### config.mk
export PLATFORM = sky130hd
export DESIGN_NAME = rvfi_retire_sequencer
export DESIGN_NICKNAME = d
export VERILOG_FILES = /design/src/rtl/rvfi_seq_pkg.sv /design/src/rtl/rvfi_seq_window.sv /design/src/rtl/rvfi_retire_sequencer.sv
export SDC_FILE = /design/constraint.sdc
export NUM_CORES = 1
export LEC_CHECK = 0
export CAP_MARGIN = 10
export CORE_MARGIN = 2
export CORE_UTILIZATION = 30
export DETAILED_ROUTE_END_ITERATION = 8
export HOLD_SLACK_MARGIN = 0.06
export PLACE_DENSITY = 0.43
export SLEW_MARGIN = 20
export SYNTH_ARGS = -nofsm -noshare
export SYNTH_HDL_FRONTEND = slang
export SYNTH_SLANG_ARGS = --single-unit
### constraint.sdc
create_clock -name clock -period 21.5 [get_ports clock]
set_input_delay 4.3 -clock clock [delete_from_list [all_inputs] [get_ports clock]]
set_output_delay 4.3 -clock clock [all_outputs]
set_load 0.05 [all_outputs]
### src/rtl/rvfi_seq_pkg.sv
// Shared types for the RVFI retire sequencer: error codes, FSM states and
// the reorder-window slot entry.
package rvfi_seq_pkg;

    // Widest payload a slot entry can carry; instances use the low PAYLOAD_W bits.
    localparam int SLOT_PAYLOAD_W = 64;

    typedef enum logic [1:0] {
        ERR_NONE   = 2'd0,
        ERR_WINDOW = 2'd1,
        ERR_DUP    = 2'd2,
        ERR_GAP    = 2'd3
    } err_code_e;

    typedef enum logic [1:0] {
        S_RUN,
        S_HALTED,
        S_ERROR
    } state_e;

    typedef struct packed {
        logic                      occ;
        logic                      halt;
        logic [SLOT_PAYLOAD_W-1:0] payload;
    } slot_t;

    // Resolve simultaneous error conditions: window beats duplicate beats gap.
    function automatic err_code_e pick_error(input logic win, input logic dup, input logic gap);
        if (win)      return ERR_WINDOW;
        else if (dup) return ERR_DUP;
        else if (gap) return ERR_GAP;
        else          return ERR_NONE;
    endfunction

endpackage

### src/rtl/rvfi_seq_window.sv
// Reorder window: DEPTH slots indexed by the low order bits, NRET write
// ports, one combinational read port with clear, and per-slot occupancy.
module rvfi_seq_window
    import rvfi_seq_pkg::*;
#(
    parameter int NRET      = 1,
    parameter int DEPTH     = 8,
    parameter int PAYLOAD_W = 32,
    parameter int IW        = $clog2(DEPTH)
) (
    input  logic                      clock,
    input  logic                      reset,
    input  logic [NRET-1:0]           wr_en,
    input  logic [NRET*IW-1:0]        wr_idx,
    input  logic [NRET-1:0]           wr_halt,
    input  logic [NRET*PAYLOAD_W-1:0] wr_payload,
    input  logic [IW-1:0]             rd_idx,
    input  logic                      rd_clr,
    output slot_t                     rd_entry,
    output logic [DEPTH-1:0]          occ
);

    logic                 halt_mem [DEPTH];
    logic [PAYLOAD_W-1:0] pay_mem  [DEPTH];

    // Occupancy: drain clears the read slot, writes set their slots. The
    // top never writes the slot being drained in the same cycle.
    always_ff @(posedge clock) begin
        if (reset) begin
            occ <= '0;
        end else begin
            if (rd_clr) occ[rd_idx] <= 1'b0;
            for (int i = 0; i < NRET; i++) begin
                if (wr_en[i]) occ[wr_idx[i*IW +: IW]] <= 1'b1;
            end
        end
    end

    // Slot contents are only meaningful while occ is set, so they carry no reset.
    always_ff @(posedge clock) begin
        for (int i = 0; i < NRET; i++) begin
            if (wr_en[i]) begin
                halt_mem[wr_idx[i*IW +: IW]] <= wr_halt[i];
                pay_mem[wr_idx[i*IW +: IW]]  <= wr_payload[i*PAYLOAD_W +: PAYLOAD_W];
            end
        end
    end

    // Present the slot at the read index as a full entry.
    always_comb begin
        rd_entry                         = '0;
        rd_entry.occ                     = occ[rd_idx];
        rd_entry.halt                    = halt_mem[rd_idx];
        rd_entry.payload[PAYLOAD_W-1:0]  = pay_mem[rd_idx];
    end

endmodule

### src/rtl/rvfi_retire_sequencer.sv
// Accepts out-of-order retirements on NRET channels and re-emits them one
// per cycle in ascending rvfi_order, flagging window, duplicate and gap errors.
module rvfi_retire_sequencer
    import rvfi_seq_pkg::*;
#(
    parameter int NRET      = 1,
    parameter int DEPTH     = 8,
    parameter int PAYLOAD_W = 32,
    parameter int TIMEOUT   = 16
) (
    input  logic                      clock,
    input  logic                      reset,
    input  logic [NRET-1:0]           in_valid,
    input  logic [64*NRET-1:0]        in_order,
    input  logic [NRET-1:0]           in_halt,
    input  logic [PAYLOAD_W*NRET-1:0] in_payload,
    output logic                      out_valid,
    output logic [63:0]               out_order,
    output logic                      out_halt,
    output logic [PAYLOAD_W-1:0]      out_payload,
    output logic                      halted,
    output logic                      err,
    output logic [1:0]                err_code
);

    localparam int IW = $clog2(DEPTH);

    state_e            state_q, state_d;
    err_code_e         err_code_d;
    logic [63:0]       exp_q;
    logic [15:0]       gap_q;
    logic [DEPTH-1:0]  occ;
    slot_t             rd_entry;
    logic [NRET-1:0]   wr_ok, wr_en;
    logic [NRET*IW-1:0] wr_idx;
    logic              win_err, dup_err, gap_err, gap_hit, clash, drain, any_err;
    logic [63:0]       ch_order [NRET];
    logic              unused_payload_hi;

    for (genvar g = 0; g < NRET; g++) begin : g_split
        assign ch_order[g] = in_order[64*g +: 64];
    end

    // Upper slot payload bits beyond PAYLOAD_W are always zero.
    assign unused_payload_hi = ^rd_entry.payload;

    rvfi_seq_window #(
        .NRET(NRET), .DEPTH(DEPTH), .PAYLOAD_W(PAYLOAD_W), .IW(IW)
    ) u_window (
        .clock(clock),
        .reset(reset),
        .wr_en(wr_en),
        .wr_idx(wr_idx),
        .wr_halt(in_halt),
        .wr_payload(in_payload),
        .rd_idx(exp_q[IW-1:0]),
        .rd_clr(drain),
        .rd_entry(rd_entry),
        .occ(occ)
    );

    // Classify each valid channel against the expected order at cycle start.
    always_comb begin
        win_err = 1'b0;
        dup_err = 1'b0;
        clash   = 1'b0;
        wr_ok   = '0;
        wr_idx  = '0;
        for (int i = 0; i < NRET; i++) begin
            wr_idx[i*IW +: IW] = ch_order[i][IW-1:0];
            if (in_valid[i] && state_q == S_RUN) begin
                if (ch_order[i] < exp_q) begin
                    dup_err = 1'b1;
                end else if ({1'b0, ch_order[i]} >= ({1'b0, exp_q} + 65'(DEPTH))) begin
                    win_err = 1'b1;
                end else begin
                    clash = 1'b0;
                    for (int j = 0; j < NRET; j++) begin
                        if (j != i && in_valid[j] && ch_order[j] == ch_order[i]) clash = 1'b1;
                    end
                    if (occ[ch_order[i][IW-1:0]] || clash) dup_err = 1'b1;
                    else                                   wr_ok[i] = 1'b1;
                end
            end
        end
        drain   = (state_q == S_RUN) && rd_entry.occ;
        gap_hit = (state_q == S_RUN) && (|occ) && !rd_entry.occ;
        gap_err = gap_hit && (({1'b0, gap_q} + 17'd1) >= 17'(TIMEOUT));
        any_err = win_err || dup_err || gap_err;
        wr_en   = any_err ? '0 : wr_ok;
    end

    // FSM next state: errors win over a halt drain in the same cycle.
    always_comb begin
        state_d    = state_q;
        err_code_d = ERR_NONE;
        case (state_q)
            S_RUN: begin
                err_code_d = pick_error(win_err, dup_err, gap_err);
                if (err_code_d != ERR_NONE)       state_d = S_ERROR;
                else if (drain && rd_entry.halt)  state_d = S_HALTED;
            end
            default: ;
        endcase
    end

    // FSM state register.
    always_ff @(posedge clock) begin
        if (reset) state_q <= S_RUN;
        else       state_q <= state_d;
    end

    // Expected order, gap counter, sticky flags and the registered output stage.
    always_ff @(posedge clock) begin
        if (reset) begin
            exp_q       <= '0;
            gap_q       <= '0;
            err         <= 1'b0;
            err_code    <= ERR_NONE;
            halted      <= 1'b0;
            out_valid   <= 1'b0;
            out_order   <= '0;
            out_halt    <= 1'b0;
            out_payload <= '0;
        end else begin
            out_valid <= drain;
            if (drain) begin
                out_order   <= exp_q;
                out_halt    <= rd_entry.halt;
                out_payload <= rd_entry.payload[PAYLOAD_W-1:0];
                exp_q       <= exp_q + 64'd1;
            end
            gap_q <= gap_hit ? gap_q + 16'd1 : 16'd0;
            if (state_q == S_RUN && any_err) begin
                err      <= 1'b1;
                err_code <= err_code_d;
            end
            if (state_q == S_RUN && state_d == S_HALTED) halted <= 1'b1;
        end
    end

endmodule

Yosys cells after proc, flatten, opt, wreduce, memory -nomap -nowiden
Memories as Yosys holds them, arrays and structs flattened. A register that Yosys moved wholly into a read port is not among the register bits.
Index checks and enable logic that the tools add are counted.
W data, S select, Z words.
{ "op_classes": {"n_addsub": 4, "n_lt_le_gt_ge": 7, "n_eq_ne": 1, "mux": 35, "bitwise": 4, "n_reduce_logical": 17} }
{ "op_table": {"columns": ["op", "n"], "rows": [
  ["$add A64 B4 Y65 const B", 1],
  ["$ge A64 B65 Y1", 1],
  ["$add A64 B1 Y64 const B", 1],
  ["$lt A64 B64 Y1", 1],
  ["$mux W8", 3],
  ["$mux W1", 18],
  ["$add A16 B1 Y17 const B", 1],
  ["$ge A17 B5 Y1 const B", 1],
  ["$add A16 B1 Y16 const B", 1],
  ["$mux W2", 8],
  ["$logic_and A1 B1 Y1", 10],
  ["$and A8 B8 Y8", 1],
  ["$lt A3 B4 Y1 const B", 2],
  ["$not A8 Y8", 1],
  ["$or A8 B8 Y8", 1],
  ["$reduce_or A8 Y1", 1],
  ["$bmux W1 S3", 2],
  ["$demux W1 S3", 2],
  ["$ge A3 B1 Y1 const B", 2],
  ["$mux W3", 2],
  ["$eq A2 B1 Y1 const B", 1],
  ["$logic_not A2 Y1", 1],
  ["$logic_or A1 B1 Y1", 2],
  ["$reduce_bool A2 Y1", 1],
  ["other kinds (3)", 3]
]} }
{ "word_totals": {"regBits": 160, "ramBits": 264, "inputBits": 100, "out_inout_bits": 102, "word_cells": 80, "mem_count": 2} }
{ "mem_list": {"columns": ["memory", "depth", "word_bits", "read_ports", "rd_ports_with_merged_regs", "write_ports", "line_no", "rtl"], "rows": [
  ["u_window.pay_mem", 8, 32, 1, 1, 1, "rvfi_seq_window.sv:24", "logic [PAYLOAD_W-1:0] pay_mem [DEPTH];"],
  ["u_window.halt_mem", 8, 1, 1, 1, 1, "rvfi_seq_window.sv:23", "logic halt_mem [DEPTH];"]
]} }

Longest topological paths before layout
{ "depth": {"depth_word": 14, "ltp_mapped": 19, "depth_no_buf": 17} }

Modules after synthesis
From an unflattened synthesis, not the netlist that was laid out.
{ "unflattened": {"hier_cells": 1903, "area_unflattened_um2": 21982.3} }
{ "modules_own_cells": {"columns": ["module", "n_inst", "cells_each", "area_each_um2", "seq_area_each_um2"], "rows": [
  ["rvfi_retire_sequencer", 1, 1439, 11134.4, 3683.5],
  ["rvfi_seq_window", 1, 464, 10847.9, 8087.8]
]} }

Worst setup path after synthesis
Ideal clock, no wire load.
{ "synth_path": {"path_kind": "input-to-reg", "startpoint": "in in_order[39]", "endpoint": "mem u_window.halt_mem[0], enable pin", "setup_ns": 0.506, "arrival_ns": 9.554, "required_time_ns": 20.994, "slack_ns": 11.440, "stages": 11, "path_buffers": 2, "cell_sequence": "ha_1 nand4_1 nor4_1 nand2_1 a311oi_1 or4_1 a21oi_1 or4b_1 buf_2 buf_2 nor4_1"} }
{ "synth_between": {"elab_chain_cells": 9, "elab_cells_between_ends": 16, "classes_between": "2 x order compare; 12 x mux; 2 x reduce/logical"} }
{ "synth_rtl": {"columns": ["element", "line_no", "rtl"], "rows": [
  ["start, declared", "rvfi_retire_sequencer.sv:14", "input logic [64*NRET-1:0] in_order,"],
  ["$ge A64 B65 Y1", "rvfi_retire_sequencer.sv:74", "end else if ({1'b0, ch_order[i]} >= ({1'b0, exp_q} + 65'(DEPTH))) begin"],
  ["$mux W1", "rvfi_retire_sequencer.sv:74", null],
  ["$mux W1", "rvfi_retire_sequencer.sv:72", "if (ch_order[i] < exp_q) begin"],
  ["$mux W1", "rvfi_retire_sequencer.sv:71", "if (in_valid[i] && state_q == S_RUN) begin"],
  ["$logic_or A1 B1 Y1 (2 in a row)", "rvfi_retire_sequencer.sv:89", "any_err = win_err || dup_err || gap_err;"],
  ["$mux W1 (*)", "rvfi_retire_sequencer.sv:90", "wr_en = any_err ? '0 : wr_ok;"],
  ["$mux W1 (*)", "rvfi_seq_window.sv:42", "if (wr_en[i]) begin"],
  ["$mux W1 (implied by the code) (*)", "rvfi_seq_window.sv:43", "halt_mem[wr_idx[i*IW +: IW]] <= wr_halt[i];"],
  ["end, declared", "rvfi_seq_window.sv:23", null]
]} }
Mark *: on every way between the ends. The rest lies on a longest branch, timed or not.

Worst setup path in the final report
{ "layout_path": {"startpoint": "in in_order[2]", "endpoint": "mem u_window.pay_mem[1][27], enable pin"} }
{ "layout_between": {"elab_chain_cells": 11, "elab_cells_between_ends": 20, "classes_between": "2 x order compare; 16 x mux; 2 x reduce/logical"} }
{ "layout_rtl": {"columns": ["element", "line_no"], "rows": [
  ["branches (longest 11 deep; another with $ge A64 B65 Y1)", null],
  ["end, declared", "rvfi_seq_window.sv:24"]
]} }
Several ways; the timed one is not identified. The select of a mux whose other input is x is not followed.

==> summary.md <==
| Metric | Value |
|---|---|
| Synth Instances | 1,896 |
| Total CTS buffers | between 50 and 60 |
| Cell family with most CP delay | simple AND/OR/NAND/NOR gates |
| Area of the mapped netlist | around 0.021 mm2 |
| Yosys reg bits | about 460 |
| DRT Pass-1 Iters | 5 |
| Critical path class | in2reg |
| Port bufs | about 200 |
| Crit Path Max Fanout | 25 |
| # DRC | 0 |
| Initial DRC count | between 1,000 and 1,500 |
| Place WS | around 12 ns |
| Initial antenna violation count | 4 |
| CP cell instances | clkdlybuf4s50_1 > ha_1 > a21oi_1 > o21bai_1 > a21oi_1 > o21ai_0 > a211oi_1 > o22ai_1 > or4b_1 > nor3_2 > buf_4 |
| Finished Core Util | 0.371 |
| Routed Antenna Nets | 0 |
| H-tree depth | 2 |
| Post-CTS Resized | 0 |
| Top cells by area, synth | edfxtp_1, dfxtp_1, ha_1 |
| Area Overhead vs Synth | 22.8% |
| Routed WL | between 60 and 70 mm |
| Adder-cell share of the synthesized area | 0.0751 |
| Largest net degree at the start of global routing | 77 |
| Top_reg_cell synth | edfxtp_1 |
| Status | finished, final reports clean |
| Core box area | 0.0712 mm2 |
| Routed WL per cell | 20.8 um |
| Clk_skew | around 0.025 ns |
| Path depth of the worst reg2reg path | 16 |
| Max-slew violations | 0 |
| Worst-Margin Slew | around 1.1 ns |
| Setup ws final | 12.95 ns |
| # Max-Cap Violations | 0 |
| Post-synth cell types | between 60 and 70 |
| Ys Warns | 0 |
| Syn Area/Cell | approximately 11 um2 |
| First-pass GRT wire length | 97.6 mm |
| Die area | approximately 0.074 mm2 |
| Flop-to-flop setup slack | 14.14 ns |
| Post-synthesis mux area share | 0.0736 |
| Hold Buf Count CTS | 0 |
| RR Startpoint | exp_q[3]$_SDFFE_PP0P_ |
| WP data arrival | about 9 ns |
| Lkg Pwr | 0.00827 uW |
| Io pins | 202 |
| Layout cells sized above 1 | 0.0988 |
| Largest family of logic cells by synthesized area | simple AND/OR/NAND/NOR gates |
| Root buffer cell | clkbuf_16 |
| Row count | 98 |
| Crit path capture type | flop |
| Yosys top cell by area | edfxtp_1 |
| Clk slew on worst S/H paths | 0.06 ns |
| Final Setup Violations | 0 |
| CP startpoint kind | input port |
| Mapped Nets | 2,125 |
| Die height | between 200 and 300 um |
| Levels on crit path | 11 |
| Post-Synth Simple-Gate Area | 0.146 |
| DP HPWL | around 43 mm |
| Yosys top cell area share | 0.369 |
| Placed cell areas | between 0.02 and 0.025 mm2 |
| Final setup TNS | 0 ns |
| Clk sinks | 459 |
| Tmin final | approximately 8.6 ns |
| Pwr per Cell Area | ~76 mW/mm2 |
| EDFF count, synth | about 260 |
| Bufs on Longest Clock Path | 3 |
| Rel. slew slack | 0.252 |
| DR vias | around 15,000 |
| Final hold violation count | 0 |
| N_diodes | 0 |
| Hold Path End | out_order[39]$_SDFFE_PP0P_ |
| CTS tree | done |
| FF-to-FF End | u_window.pay_mem[1][27]$_DFFE_PP_ |
| Slowest-stage cell, CP | or4b_1 |
| Seq/Total Area, Yosys | 0.550 |
| Req. time, crit path | approximately 22 ns |
| Post-Synth XOR/XNOR Area | 0.0460 |
| Number of buffers added for setup after CTS | 0 |
| Width of the die | between 200 and 300 um |
| Starting Density | 0.302 |
| Hold Crit Start | out_order[39]$_SDFFE_PP0P_ |
| CP most frequent cell | a21oi_1 |
| CP bufs+invs | 2 |
| Worst vdd ir | roughly 0.000057 V |
| Post-route cell area | 0.0264 mm2 |
| Vias in the first global route | ~15,000 |
| Gr usage total | 0.172 |
| RSZ-0062 raised after global routing | no |
| Routability Congestion | between 0.8 and 0.9 |
| Post-route clock period utilization | 0.398 |
| Fmax | 117 MHz |
| Worst Hold Depth | 2 |
| Worst-Skew Late Latency | 0.62 ns |
| Max incr delay on CP | ~0.89 ns |
| Worst Hold Class | reg2reg |
| Post-synth ARST share | 0 |
| DR vias/cell | 5.01 |
| Overflow after GRT | 0 |
| Nets | approximately 2,300 |
| Complex-gate fraction of the synthesized area | 0.0800 |
==> synth_stat cells (all sizes together), types with 4 or more instances <==
cell / instances
a311oi: 34
edfxtp: 264
xnor2: 106
o21a: 5
xor2: 7
ha: 129
nand3: 35
mux2i: 4
a221oi: 4
buf: 16
nand2: 287
or4: 11
a21oi: 142
inv: 73
nand4: 47
nand2b: 6
and3: 15
a211oi: 11
clkbuf: 76
nor4: 24
a21o: 8
or2: 4
nor2: 141
and4: 8
o211ai: 5
mux4: 66
or3: 31
mux2: 5
nor3: 47
dfxtp: 195
o311ai: 4
o21ai: 51
==> how the worst max path moves through the flow <==
stage	from	to	slack, ns
2_1_floorplan	in_order[39]	u_window.halt_mem[0]$_DFFE_PP_	11.44
3_3_place_gp	in_order[2]	u_window.pay_mem[0][17]$_DFFE_PP_	12.21
3_5_place_dp	in_order[2]	u_window.pay_mem[0][18]$_DFFE_PP_	12.18
4_1_cts	in_order[2]	u_window.pay_mem[0][27]$_DFFE_PP_	12.75
5_1_grt	in_order[0]	u_window.pay_mem[1][27]$_DFFE_PP_	12.66
6_report	in_order[2]	u_window.pay_mem[1][27]$_DFFE_PP_	12.95
==> sequential cells by signal, indices dropped and copies added, names as in the netlist, named ones only <==
name	flops
u_window.pay_mem	256
out_valid	1
gap_q	16
err_code	2
u_window.halt_mem	8
halted	1
out_order	64
exp_q	64
out_halt	1
state_q	2
err	1
out_payload	32
u_window.occ	8
==> worst reg2reg max path, delay by kind of cell, from the launching register on <==
kind,cells,cell delay (ns)
AOI/OAI and AO/OA,5,1.02
xor gates and xnor gates,1,0.17
adders and majority gates,1,0.29
buffers and inverters,1,0.51
DFF,1,0.47
and+or+nand+nor,8,4.52
==> layer usage <==
metal	vias up	global-route usage	part of all wire	wire length (um)
met4	8	0.0453	0.023	1440
met3	94	0.0253	0.035	2260
met2	313	0.293	0.49	31400
met1	7657	0.229	0.45	28900
met5	-	0	0.00072	46
li1	7337	-	-	-
==> cell families after synthesis <==
group / Yosys count
flip-flops: 459
XOR/XNOR: 113
adder cells (fa/ha/maj): 129
buffers and inverters: 165
multiplexers: 75
AO/OA/AOI/OAI: 284
AND/OR/NAND/NOR: 671
==> where the power goes <==
group | internal (uW) | switching, uW
sequential | 934 | 5.55
combinational | 48.7 | 70.6
clock | 550 | 385
total | 1530 | 461
==> cells in the final DEF, fill, tap and decap left out, drive strengths merged, types with 3 or more instances in the layout <==
cell type and n:
a31oi 3, and3 15, or4 11, nand4 47
a21o 8, bufinv 7, or3 31, nand3 35
a21oi 142, a22o 3, and4 8, o21a 5
a311oi 34, buf 23, mux2i 4, dfxtp 195
clkinvlp 6, clkbuf 61, or2 4, nor2 141
o21ai 51, mux4 66, o211ai 5, nor4 24
clkdlybuf4s50 200, nor3 47, a221oi 4, nand2b 6
a211oi 11, nand2 287, nor2b 3, inv 77
xor2 7, o311ai 4, xnor2 106, ha 129
clkinv 20, edfxtp 264, mux2 5
==> per-stage QoR <==
step	instances	power (uW)	hold WS, ns
2_1_floorplan	1896	1020	0.429
3_3_place_gp	2976	1080	0.440
3_5_place_dp	2977	1080	0.447
4_1_cts	3075	2030	0.454
5_1_grt	3075	2070	0.477
6_report	3075	1990	0.454
==> final cells by class <==
| class | instances | area, um2 |
|---|---|---|
| clock inverter | 37 | 443 |
| clock buffer | 61 | 1380 |
| timing repair buffer | 223 | 2190 |
| inverter | 73 | 274 |
| tap | 950 | 1190 |
| fill | 7025 | 44800 |
| sequential | 459 | 11800 |
| multi-input combinational | 1272 | 9090 |
(Power assumes the default switching activity.)
==> variant 1: new RTL, same settings <==
Reset style: asynchronous (`reset`), changed in 3 clocked blocks.
--- a/src/rtl/rvfi_seq_window.sv
+++ b/src/rtl/rvfi_seq_window.sv
@@ -25,7 +25,7 @@
 
     // Occupancy: drain clears the read slot, writes set their slots. The
     // top never writes the slot being drained in the same cycle.
-    always_ff @(posedge clock) begin
+    always_ff @(posedge clock or posedge reset) begin
         if (reset) begin
             occ <= '0;
         end else begin
--- a/src/rtl/rvfi_retire_sequencer.sv
+++ b/src/rtl/rvfi_retire_sequencer.sv
@@ -105,13 +105,13 @@
     end
 
     // FSM state register.
-    always_ff @(posedge clock) begin
+    always_ff @(posedge clock or posedge reset) begin
         if (reset) state_q <= S_RUN;
         else       state_q <= state_d;
     end
 
     // Expected order, gap counter, sticky flags and the registered output stage.
-    always_ff @(posedge clock) begin
+    always_ff @(posedge clock or posedge reset) begin
         if (reset) begin
             exp_q       <= '0;
             gap_q       <= '0;
Formal check against the unedited RTL: differs if reset is asserted again (counterexample within 4 cycles, from zero or initial values and one cycle with reset high); with reset held inactive, the same outputs for 4 cycles.
==> variant 1 against the original RTL <==
Via count shrank 7.8%. Highest routed layer unchanged. Largest cell class unchanged. Worst setup slack gained 0.69 ns. Synthesized cell count fell by 10%. Global-route usage is 0.63 points lower. Largest power group is now the clock network. Worst hold slack improved by 0.018 ns. Die area increased by 0.61%. Final cell count shrank 5.3%. Cell area is 1.1% higher. Sequential cell count shrank 3. Power fell by 1.7%. Area after synthesis increased by 0.62%. Register-to-register slack gained 1.5 ns. Combinational power decreased by 41%. Wire length shrank 4.1%.
==> variant 1: results <==
group,metric,value,unit
synth,synth_top_cells_by_area,"edfxtp_1, dfrtp_1, ha_1, mux4_2, xnor2_1",
finish,inv_count,71,
finish,nets,2146,
power_and_ir_drop,ir_drop,0.0000532,V
global_routing,grt_pass1_vias,14800,
finish,multi_input_gates,1113,
power_and_ir_drop,power_density,73.4,mW/mm^2
power_and_ir_drop,p_leak,9.36,nW
synth,yosysSeqAreaShare,58.9,%
global_routing,use_met2,28.0,%
finish,drive_above_1_share,10.7,%
floorplan,core,0.0715,mm^2
synth,syn_nets,1936,
power_and_ir_drop,total_power,1.96,mW
finish,layout.nonclk_buf_share,8.10,%
global_routing,grt_usage,16.6,%
synth,syn_area_per_cell,12.7,um^2
synth,async_reset_ff_share,42.1,%
clock_tree,numCtsBuffers,54,
detailed_routing,m1WireLength,27900,um
timing,relSlewSlack,32.1,%
finish,fin_cells,2913,
place,place_ws,13.04,ns
finish,clk_share,7.09,%
setup_path,ff2ff_setup_slack,15.64,ns
timing,holdWs,0.472,ns
power_and_ir_drop,p_int,1.53,mW
global_routing,grt_pass1_wl,93500,um
place,placedCellCount,2811,
finish,seq_area_share,47.7,%
timing,min_period,7.86,ns
detailed_routing,dr_wl_met2,29600,um
place,dp_hpwl,41700,um
power_and_ir_drop,pwr-share-comb,3.6,%
place,globalplace.congestion,0.844,
global_routing,use_met3,2.64,%
global_routing,antenna_found_initial,2,
place,dpl-instance-area,0.0248,mm^2
synth,synthMuxAreaShare,7.29,%
global_routing,grt_max_degree,78,
finish,multiInputGateArea,0.00844,mm^2
synth,synth_compound_area_share,6.66,%
timing,finalClockSkew,0.0637,ns
power_and_ir_drop,clkPwrFrac,49.1,%
detailed_routing,drt-total-wl,61400,um
global_routing,grtUsageMet1,22.2,%
status,outcome,"complete, no violations",
-- variant 1: changes by cell type in the layout (fill, tap and decap cells not counted), sizes merged, moves of 34 or more --
cell	change
dfxtp	-195
a311oi	-34
o21ai	+39
nand2	-74
a21oi	-87
dfrtp	+192
-- variant 1: path summary, 6_finish.rpt --
check / start / end / cells after the start
max: in_order[55] / u_window.pay_mem[5][0] / 11
min: state_q[1] / state_q[1] / 1
max reg2reg: exp_q[3] / u_window.pay_mem[5][0] / 19
min reg2reg: state_q[1] / state_q[1] / 1
max in group asynchronous: reset / exp_q[2] / 4
min in group asynchronous: reset / out_payload[29] / 2
-- variant 1: worst max-delay path, stage by stage --
cell	delay, ns
clkdlybuf4s50_1	0.45
ha_1	0.32
nand4_1	0.18
nor4_1	0.43
or4b_1	0.64
a211oi_1	0.36
nor4_1	0.14
nand4bb_1	0.26
buf_4	0.26
nor3_2	0.18
buf_4	0.54
==> variant 2: new RTL, same settings <==
Without the edit above. `PAYLOAD_W` is set to 32 in 2 places; all go to 64.
--- a/src/rtl/rvfi_seq_window.sv
+++ b/src/rtl/rvfi_seq_window.sv
@@ -5,7 +5,7 @@
 #(
     parameter int NRET      = 1,
     parameter int DEPTH     = 8,
-    parameter int PAYLOAD_W = 32,
+    parameter int PAYLOAD_W = 64,
     parameter int IW        = $clog2(DEPTH)
 ) (
     input  logic                      clock,
--- a/src/rtl/rvfi_retire_sequencer.sv
+++ b/src/rtl/rvfi_retire_sequencer.sv
@@ -5,7 +5,7 @@
 #(
     parameter int NRET      = 1,
     parameter int DEPTH     = 8,
-    parameter int PAYLOAD_W = 32,
+    parameter int PAYLOAD_W = 64,
     parameter int TIMEOUT   = 16
 ) (
     input  logic                      clock,
Interface: changed (resized in_payload and out_payload); port bits go from 202 to 266. No check against the original RTL was run, so the function may have changed too.
==> variant 2 against the original RTL <==
Power up 58%. Sequential cell count increased by 288. Worst setup slack got worse by 0.64 ns. Wire length up 45%. Area after synthesis rose by 50%. Clock power rose by 58%. First-iteration DRC count grew 4.8%. Maximum frequency shrank 7.0%. Non-clock buffer count rose by 73. Cell area rose by 49%. Global-route usage down 0.41 points.
==> variant 2: results <==
group,metric,value,unit
global_routing,use_met3,3.64,%
power_and_ir_drop,pg_seq,1.55,mW
detailed_routing,dr_wl_met3,4810,um
clock_tree,numCtsBuffers,88,
setup_path,crit_fanout,44,
global_routing,grt_pass1_wl,140000,um
power_and_ir_drop,switchingPower,0.692,mW
detailed_routing,drt_iter0_markers,1214,
finish,largest_reg_flops,512,
timing,holdWs,0.453,ns
synth,synth_top_cells_by_area,"edfxtp_1, dfxtp_1, mux4_2, ha_1, nand2_1",
finish,fill_cells,10300,
hold_path,min_to,"out_order[4]",
global_routing,grt_usage,16.8,%
place,dp_hpwl,58000,um
global_routing,grt_max_degree,197,
global_routing,use_met2,28.8,%
global_routing,antenna_found_initial,10,
power_and_ir_drop,p_leak,12.2,nW
clock_tree,htreeDepth,3,
global_routing,grt_pass1_vias,21800,
hold_path,min_from,"out_order[4]",
finish,drive_above_1_share,12.0,%
detailed_routing,dr_wl_met2,45600,um
clock_tree,clk_latency,0.67,ns
setup_path,cp-endpoint,"u_window.pay_mem[5][63]",
synth,synth_edf_count,520,
power_and_ir_drop,powerComb,0.118,mW
status,outcome,"complete, no violations",
global_routing,grtUsageMet1,21.5,%
synth,yosysTopAreaCellShare,48.5,%
setup_path,ff2ff_setup_slack,13.57,ns
power_and_ir_drop,ir_drop,0.0000610,V
synth,syn_nets,2687,
place,port_buffers,265,
timing,relSlewSlack,25.9,%
setup_path,worstPathArrival,9.48,ns
detailed_routing,m1WireLength,40300,um
[variant 2: cell types whose count changed after synthesis, sizes merged, moves of 14 or more]
cell and delta:
edfxtp +256, mux4 +66, nand2 +65, nor2 +49, dfxtp +32, a311oi +30, clkbuf +22, buf +21
nor3 -14
[variant 2: critical path, cell delays in order]
cell             delay (ns)
clkdlybuf4s50_1        0.72
ha_1                   0.34
a21o_1                 0.19
a21oi_1                0.16
o221ai_1               0.15
a2111o_1               0.43
a211oi_1               0.49
o22ai_1                0.29
or4_1                  0.77
nor2_4                 0.80
buf_4                  0.78
[variant 2: final cells by class]
type                            instances  area [um^2]  area share [%]
Tap cell                             1403         1760            4.47
Sequential cell                       747        20200            51.3
Inverter                               75          282           0.716
Antenna cell                            3         7.51          0.0191
Timing Repair Buffer                  296         2900            7.38
Clock inverter                         44          475            1.21
Multi-Input combinational cell       1469        11300            28.8
Clock buffer                          120         2410            6.14
[variant 2: stage by stage]
step / setup slack (ns) / utilization (%) / area (um^2) / cells / total power [mW]
finish: 12.30 / 36.8 / 39300 / 4157 / 3.15
global route: 12.04 / 36.8 / 39300 / 4154 / 3.26
CTS: 12.24 / 36.8 / 39300 / 4154 / 3.20
detailed placement: 11.52 / 34.1 / 36400 / 3990 / 1.70
global placement: 11.55 / 34.1 / 36400 / 3990 / 1.70
floorplan: 8.44 / - / 32200 / 2426 / 1.63
[variant 2: logic make-up (layout without fill, tap and decap cells)]
kind of cell,count (synthesis),after routing,synth area share (%)
AND/OR/NAND/NOR,775,775,11.1
AO/OA/AOI/OAI,306,306,6.09
multiplexers,137,137,9.38
XOR/XNOR,122,122,3.32
flip-flops,747,747,62.6
buffers and inverters,210,535,2.56
adder cells (fa/ha/maj),129,129,5.01
other,0,3,0
